==> src/rtl/ex_div_unit_pkg.sv <==
// Shared encodings and defaults for the EX-stage iterative divider.
// Imported by the interface, the step datapath and the top.
package ex_div_unit_pkg;

  localparam int DIV_DATA_W = 32;

  typedef enum logic [1:0] {
    DivFree   = 2'b00,
    DivByZero = 2'b01,
    DivOn     = 2'b10,
    DivEnd    = 2'b11
  } div_state_e;

  localparam logic DivResultReady    = 1'b1;
  localparam logic DivResultNotReady = 1'b0;
  localparam logic DivStart          = 1'b1;
  localparam logic DivStop           = 1'b0;

  // The counter must be able to hold DATA_W itself, hence the extra bit.
  function automatic int cnt_width(input int w);
    return $clog2(w) + 1;
  endfunction

endpackage

==> src/rtl/ex_div_unit_if.sv <==
// EX-stage <-> divider request/result bundle.
// The EX stage is the master; the divider is the slave.
interface ex_div_unit_if
  import ex_div_unit_pkg::*;
#(
  parameter int DATA_W = DIV_DATA_W
);
  logic                  start_i;
  logic                  signed_i;
  logic [DATA_W-1:0]     dividend_i;
  logic [DATA_W-1:0]     divisor_i;
  logic                  annul_i;
  logic [2*DATA_W-1:0]   result_o;
  logic                  ready_o;
  logic                  stallreq_o;

  modport master (
    output start_i, signed_i, dividend_i, divisor_i, annul_i,
    input  result_o, ready_o, stallreq_o
  );

  modport slave (
    input  start_i, signed_i, dividend_i, divisor_i, annul_i,
    output result_o, ready_o, stallreq_o
  );
endinterface

==> src/rtl/ex_div_unit_div_step.sv <==
// One radix-2 restoring step: shift in the next dividend bit, trial-subtract
// the divisor, keep the difference only when it does not go negative.
module ex_div_unit_div_step
  import ex_div_unit_pkg::*;
#(
  parameter int DATA_W = DIV_DATA_W
) (
  input  logic [DATA_W-1:0] rem_i,
  input  logic              bit_i,
  input  logic [DATA_W-1:0] divisor_i,
  output logic [DATA_W-1:0] rem_o,
  output logic              q_bit_o
);

  logic [DATA_W:0] trial;

  assign trial   = {rem_i, bit_i} - {1'b0, divisor_i};
  assign q_bit_o = ~trial[DATA_W];
  // On restore the shifted remainder is below the divisor, so it fits DATA_W bits.
  assign rem_o   = q_bit_o ? trial[DATA_W-1:0] : {rem_i[DATA_W-2:0], bit_i};

endmodule

==> src/rtl/ex_div_unit.sv <==
// Iterative restoring divider for DIV/DIVU; returns {remainder, quotient}
// for HI/LO and holds the EX stage stalled until the result is ready.
module ex_div_unit
  import ex_div_unit_pkg::*;
#(
  parameter int DATA_W = DIV_DATA_W
) (
  input  logic         clk,
  input  logic         rst,
  ex_div_unit_if.slave bus
);

  localparam int              CNT_W    = cnt_width(DATA_W);
  localparam logic [CNT_W-1:0] CNT_LAST = CNT_W'(DATA_W);

  div_state_e            state_reg, state_next;
  logic [CNT_W-1:0]      cnt_reg, cnt_next;
  logic [DATA_W-1:0]     rem_reg, rem_next;
  logic [DATA_W-1:0]     quo_reg, quo_next;
  logic [DATA_W-1:0]     dvs_reg, dvs_next;
  logic                  a_neg_reg, a_neg_next;
  logic                  b_neg_reg, b_neg_next;
  logic                  sgn_reg, sgn_next;
  logic [2*DATA_W-1:0]   result_reg, result_next;
  logic                  ready_reg, ready_next;

  logic [DATA_W-1:0]     step_rem;
  logic                  step_q;
  logic [DATA_W-1:0]     dividend_mag, divisor_mag;
  logic                  q_neg, r_neg;
  logic [DATA_W-1:0]     quo_fix, rem_fix;

  ex_div_unit_div_step #(.DATA_W(DATA_W)) u_step (
    .rem_i     (rem_reg),
    .bit_i     (quo_reg[DATA_W-1]),
    .divisor_i (dvs_reg),
    .rem_o     (step_rem),
    .q_bit_o   (step_q)
  );

  assign dividend_mag = (bus.signed_i && bus.dividend_i[DATA_W-1]) ?
                        (~bus.dividend_i + DATA_W'(1)) : bus.dividend_i;
  assign divisor_mag  = (bus.signed_i && bus.divisor_i[DATA_W-1]) ?
                        (~bus.divisor_i + DATA_W'(1)) : bus.divisor_i;

  // Negation is modular, so 0x80000000 / -1 wraps back to 0x80000000.
  assign q_neg   = sgn_reg & (a_neg_reg ^ b_neg_reg);
  assign r_neg   = sgn_reg & a_neg_reg;
  assign quo_fix = q_neg ? (~quo_reg + DATA_W'(1)) : quo_reg;
  assign rem_fix = r_neg ? (~rem_reg + DATA_W'(1)) : rem_reg;

  always_ff @(posedge clk or posedge rst) begin
    if (rst) begin
      state_reg  <= DivFree;
      cnt_reg    <= '0;
      rem_reg    <= '0;
      quo_reg    <= '0;
      dvs_reg    <= '0;
      a_neg_reg  <= 1'b0;
      b_neg_reg  <= 1'b0;
      sgn_reg    <= 1'b0;
      result_reg <= '0;
      ready_reg  <= DivResultNotReady;
    end else begin
      state_reg  <= state_next;
      cnt_reg    <= cnt_next;
      rem_reg    <= rem_next;
      quo_reg    <= quo_next;
      dvs_reg    <= dvs_next;
      a_neg_reg  <= a_neg_next;
      b_neg_reg  <= b_neg_next;
      sgn_reg    <= sgn_next;
      result_reg <= result_next;
      ready_reg  <= ready_next;
    end
  end

  always_comb begin
    state_next  = state_reg;
    cnt_next    = cnt_reg;
    rem_next    = rem_reg;
    quo_next    = quo_reg;
    dvs_next    = dvs_reg;
    a_neg_next  = a_neg_reg;
    b_neg_next  = b_neg_reg;
    sgn_next    = sgn_reg;
    result_next = result_reg;
    ready_next  = DivResultNotReady;

    if (bus.annul_i) begin
      state_next = DivFree;
      cnt_next   = '0;
    end else begin
      case (state_reg)
        DivFree: begin
          if (bus.start_i == DivStart) begin
            if (bus.divisor_i == '0) begin
              state_next = DivByZero;
            end else begin
              state_next = DivOn;
              cnt_next   = '0;
              rem_next   = '0;
              quo_next   = dividend_mag;
              dvs_next   = divisor_mag;
              a_neg_next = bus.dividend_i[DATA_W-1];
              b_neg_next = bus.divisor_i[DATA_W-1];
              sgn_next   = bus.signed_i;
            end
          end
        end
        DivByZero: begin
          state_next  = DivEnd;
          result_next = '0;
          ready_next  = DivResultReady;
        end
        DivOn: begin
          if (cnt_reg != CNT_LAST) begin
            rem_next = step_rem;
            quo_next = {quo_reg[DATA_W-2:0], step_q};
            cnt_next = cnt_reg + CNT_W'(1);
          end else begin
            result_next = {rem_fix, quo_fix};
            ready_next  = DivResultReady;
            state_next  = DivEnd;
          end
        end
        DivEnd: begin
          state_next = DivFree;
        end
        default: begin
          state_next = DivFree;
        end
      endcase
    end
  end

  assign bus.result_o   = result_reg;
  assign bus.ready_o    = ready_reg;
  assign bus.stallreq_o = bus.start_i & ~ready_reg & ~bus.annul_i;

endmodule
==> src/flat_wrapper.sv <==
// flat-port wrapper written by rule: the top's interface ports become plain ports
module ex_div_unit_flat import ex_div_unit_pkg::*;
#(
  parameter int DATA_W = DIV_DATA_W
)
  (clk, rst, bus_start_i, bus_signed_i, bus_dividend_i, bus_divisor_i, bus_annul_i, bus_result_o, bus_ready_o, bus_stallreq_o);
  ex_div_unit_if #(.DATA_W(DATA_W)) bus_i ();
  input  logic clk;
  input  logic rst;
  input wire logic [$bits(bus_i.start_i)-1:0] bus_start_i;
  input wire logic [$bits(bus_i.signed_i)-1:0] bus_signed_i;
  input wire logic [$bits(bus_i.dividend_i)-1:0] bus_dividend_i;
  input wire logic [$bits(bus_i.divisor_i)-1:0] bus_divisor_i;
  input wire logic [$bits(bus_i.annul_i)-1:0] bus_annul_i;
  output wire logic [$bits(bus_i.result_o)-1:0] bus_result_o;
  output wire logic [$bits(bus_i.ready_o)-1:0] bus_ready_o;
  output wire logic [$bits(bus_i.stallreq_o)-1:0] bus_stallreq_o;
  assign bus_i.start_i = bus_start_i;
  assign bus_i.signed_i = bus_signed_i;
  assign bus_i.dividend_i = bus_dividend_i;
  assign bus_i.divisor_i = bus_divisor_i;
  assign bus_i.annul_i = bus_annul_i;
  assign bus_result_o = bus_i.result_o;
  assign bus_ready_o = bus_i.ready_o;
  assign bus_stallreq_o = bus_i.stallreq_o;
  ex_div_unit #(.DATA_W(DATA_W)) u_core (.clk(clk), .rst(rst), .bus(bus_i));
endmodule
==> config.mk <==
export PLATFORM = sky130hd
export DESIGN_NAME = ex_div_unit_flat
export DESIGN_NICKNAME = d
export VERILOG_FILES = /design/src/rtl/ex_div_unit_pkg.sv /design/src/rtl/ex_div_unit_if.sv /design/src/rtl/ex_div_unit_div_step.sv /design/src/rtl/ex_div_unit.sv /design/src/flat_wrapper.sv
export SDC_FILE = /design/constraint.sdc
export NUM_CORES = 1
export LEC_CHECK = 0
export BUFFER_PORTS_ARGS = -buffer_cell sky130_fd_sc_hd__buf_2
export CORE_MARGIN = 2
export CORE_UTILIZATION = 45
export CTS_CLUSTER_DIAMETER = 30
export DETAILED_ROUTE_END_ITERATION = 8
export PLACE_DENSITY = 0.69
export SLEW_MARGIN = 20
export SYNTH_ARGS = -nofsm -noshare
export SYNTH_HDL_FRONTEND = slang
export SYNTH_SLANG_ARGS = --single-unit
==> constraint.sdc <==
create_clock -name clk -period 8.5 [get_ports clk]
set_input_delay 2.125 -clock clk [delete_from_list [all_inputs] [get_ports clk]]
set_output_delay 2.125 -clock clk [all_outputs]
set_load 0.01 [all_outputs]
==> results.md <==
- Status: completed
- Mux contribution to synthesized area: around 3.7%
- CTS tree: yes
- Pre-antenna DRT Iters: 5
- Switching share of power: 46.6%
- Final Hold Fails: 0
- Vias per cell: 5.38
- Yosys top cell area share: about 38%
- Worst EP arrival: ~5.2 ns
- Hold path cells: 2
- Post-layout power: approximately 4.8 mW
- Post-CTS Setup Inserts: 0
- Comb pwr share: approximately 55%
- Post-route clock period utilization: roughly three fifths
- Largest area contributor in the netlist: dfrtp_1
- Worst-Margin Slew: ~0.96 ns
- Max reg flops: 64
- Layout Nets: about 1600
- Worst Setup End Kind: flop
- # DRC: 0
- Final Skew: between 0.01 and 0.015 ns
- Setup total negative slack: 0 ns
- Hold slack final: 0.472 ns
- Unique masters post-synth: 65
- Post-Synthesis Cell Area: between 10000 and 15000 µm²
- Top FF cell, synth: dfrtp_1
- Vias after detailed routing: roughly 9800
- Synth warnings: 0
- Top cells by instance count after synthesis: nand2_1, dfrtp_1, o21ai_0
- Flop-to-flop setup slack: 4.48 ns
- Largest net degree at the start of global routing: 98
- CTS clock-pin slew for the worst setup and hold paths: about 0.07 ns
- Met2 WL: approximately 12000 µm
- Routability-driven placement congestion ratio: 0.854
- Drt first-iter violations: 619
- Hold Path Sink: u_core.bus.result_o[5]
- Post-Synthesis Cells: between 1000 and 1500
- Cts bufs inserted: 17
- Vias in the first global route: 9018
- Clock latency on the worst-skew pair: ~0.43 ns
- I/O Buffers: 134
- Final setup vio count: 0
- PwrDens: 368 nW/µm²
- Post-synthesis simple-gate area fraction: between 10% and 20%
- Sequential-to-total area share from yosys stat: a little under two fifths
- RR Startpoint: u_core.quo_reg[31]
- Die Ht: 164 µm
- Rows: 58
- Worst Path Required: a little under 9 ns
- Worst hold-check path type: reg2reg
- Grt total ovfl: 0
- GRT Overall Usage: 20.5%
- Initial antenna violation count: 0
- RSZ-0062 raised after global routing: no
- Root Driver: clkbuf_16
- Hold buffers post-CTS: 0
- VDD IR max: ~0.17 mV
- Die Area: 26800 µm²
- P_leak: 5.90 nW
- CP Max Fanout: 31
- Worst Setup Start Kind: primary input
- Count leader, synth: nand2_1
- Sequential share of power: 27.5%
- Max-Cap Viols: 0
- Min Tclk post-route: 4.95 ns
- Synth Area in Compound Gates: approximately a fifth
- Kind of critical path: in2reg
- Fmax: 202 MHz
- WL met1: 13400 µm
- Synth Register Bits: ~170
- Core area: 25100 µm²
- Antenna diode count: 0
- Clock buffer depth: 2
- Routed wire length: 27400 µm
- H-tree depth: 4
- Area contributors post-synth: dfrtp_1, nand2_1, xnor2_1
- Starting Density: a little under half
- Post-synthesis xor/xnor area fraction: around a tenth
- Syn_nets: approximately 1500
- Area delta synth->final: 12.5%
- Hold_sp: u_core.bus.result_o[5]
- Global-route wire length before repair: about 45000 µm
- Internal Pwr Total: ~2.5 mW
- Switch Pwr: roughly 2.2 mW
- Resized cells post-CTS: 0
- HPWL after DPL: just over 20000 µm
- Combinational family with the most area after synthesis: compound AO/OA/AOI/OAI gates
- Post-synth EDFFs: 0
- Worst Reg2Reg Path Length in Cells: 14
- Adder-cell area share of the yosys netlist: 4.64%
- Clock share of power: around 17%
- Syn Area/Cell: just over 8 µm²
- Share of layout cells above drive strength 1: 14.0%
- Die X: 164 µm
- Routed len/inst: roughly 15 µm
- DR top layer: met4
- Slew margin rel.: a little over a third
- Worst R2R End: u_core.rem_reg[8]
- Slew Viols, Final: 0
- Asr flop ratio synth: 100%
- Post-DRT Antenna Nets: 0
- CTS Sinks: about 170
- Io pins: roughly 140
- Metal3 WL: 1180 µm
[final cells by class]
| class | instances | area (µm²) |
|---|---|---|
| fillers | 2417 | 12200 |
| inverters | 69 | 264 |
| clock buffers | 18 | 429 |
| clock inverters | 14 | 181 |
| multi-input cells | 1083 | 6610 |
| flip-flops and latches | 172 | 4300 |
| repair buffers | 139 | 708 |
| well taps | 330 | 413 |
[power by group through the flow]
stage          Combinational, mW  Clock (mW)  Sequential, mW
4_1_cts                     2.63       0.832            1.30
3_5_place_dp                2.61           0            1.32
5_1_grt                     2.96       0.861            1.34
6_report                    2.63       0.813            1.31
2_1_floorplan               2.20           0            1.22
3_3_place_gp                2.57           0            1.31
[metrics by stage]
step	std cells	util [%]	setup slack (ns)	instance area, µm²
finish	1825	51.4	3.55	12900
floorplan	1391	-	1.71	11500
CTS	1825	51.4	3.51	12900
global route	1825	51.4	3.24	12900
global placement	1793	49.0	3.17	12300
detailed placement	1793	49.0	3.06	12300
[logic make-up after synthesis]
logic type / after synthesis
multiplexers: 42
flip-flops: 172
XOR/XNOR: 139
adder cells (fa/ha/maj): 42
buffers and inverters: 136
AND/OR/NAND/NOR: 469
AO/OA/AOI/OAI: 391
[worst max-delay path by stage]
stage / startpoint / endpoint / slack (ns) / cells past startpoint
after global routing: bus_divisor_i[6] / u_core.rem_reg[2] / 3.24 / 10
after CTS: bus_divisor_i[6] / u_core.rem_reg[11] / 3.51 / 10
final: bus_divisor_i[14] / u_core.rem_reg[2] / 3.55 / 10
after global placement: bus_divisor_i[8] / u_core.rem_reg[2] / 3.17 / 10
after detailed placement: bus_divisor_i[6] / u_core.rem_reg[11] / 3.06 / 10
after floorplan: rst / u_core.a_neg_reg / 1.71 / 1
[critical path: stages]
cell and delay, ns:
buf_2 0.11, or4_1 0.58, nor4_2 0.23, nand2b_1 0.16, or3b_1 0.45, nor3_2 0.30, nand2_1 0.14, nand2b_1 0.19
or2_2 0.67, o311ai_0 0.23
[metal layers]
metal | vias up | GRT usage (%)
met5 | - | 0
met4 | 0 | 5.50
met3 | 34 | 3.03
met2 | 239 | 32.8
met1 | 4552 | 29.2
li1 | 4992 | -
[cells in the final DEF, fill, tap and decap left out, types with 20 or more instances in the layout]
master / n
mux2i_1: 39
a21oi_1: 133
xnor2_1: 79
xor2_1: 60
nand2_1: 200
nor3_1: 36
ha_1: 40
inv_1: 68
o21ai_1: 20
o21ai_0: 135
dfrtp_1: 172
buf_2: 134
nor2_1: 118
(Power assumes the default switching activity.)
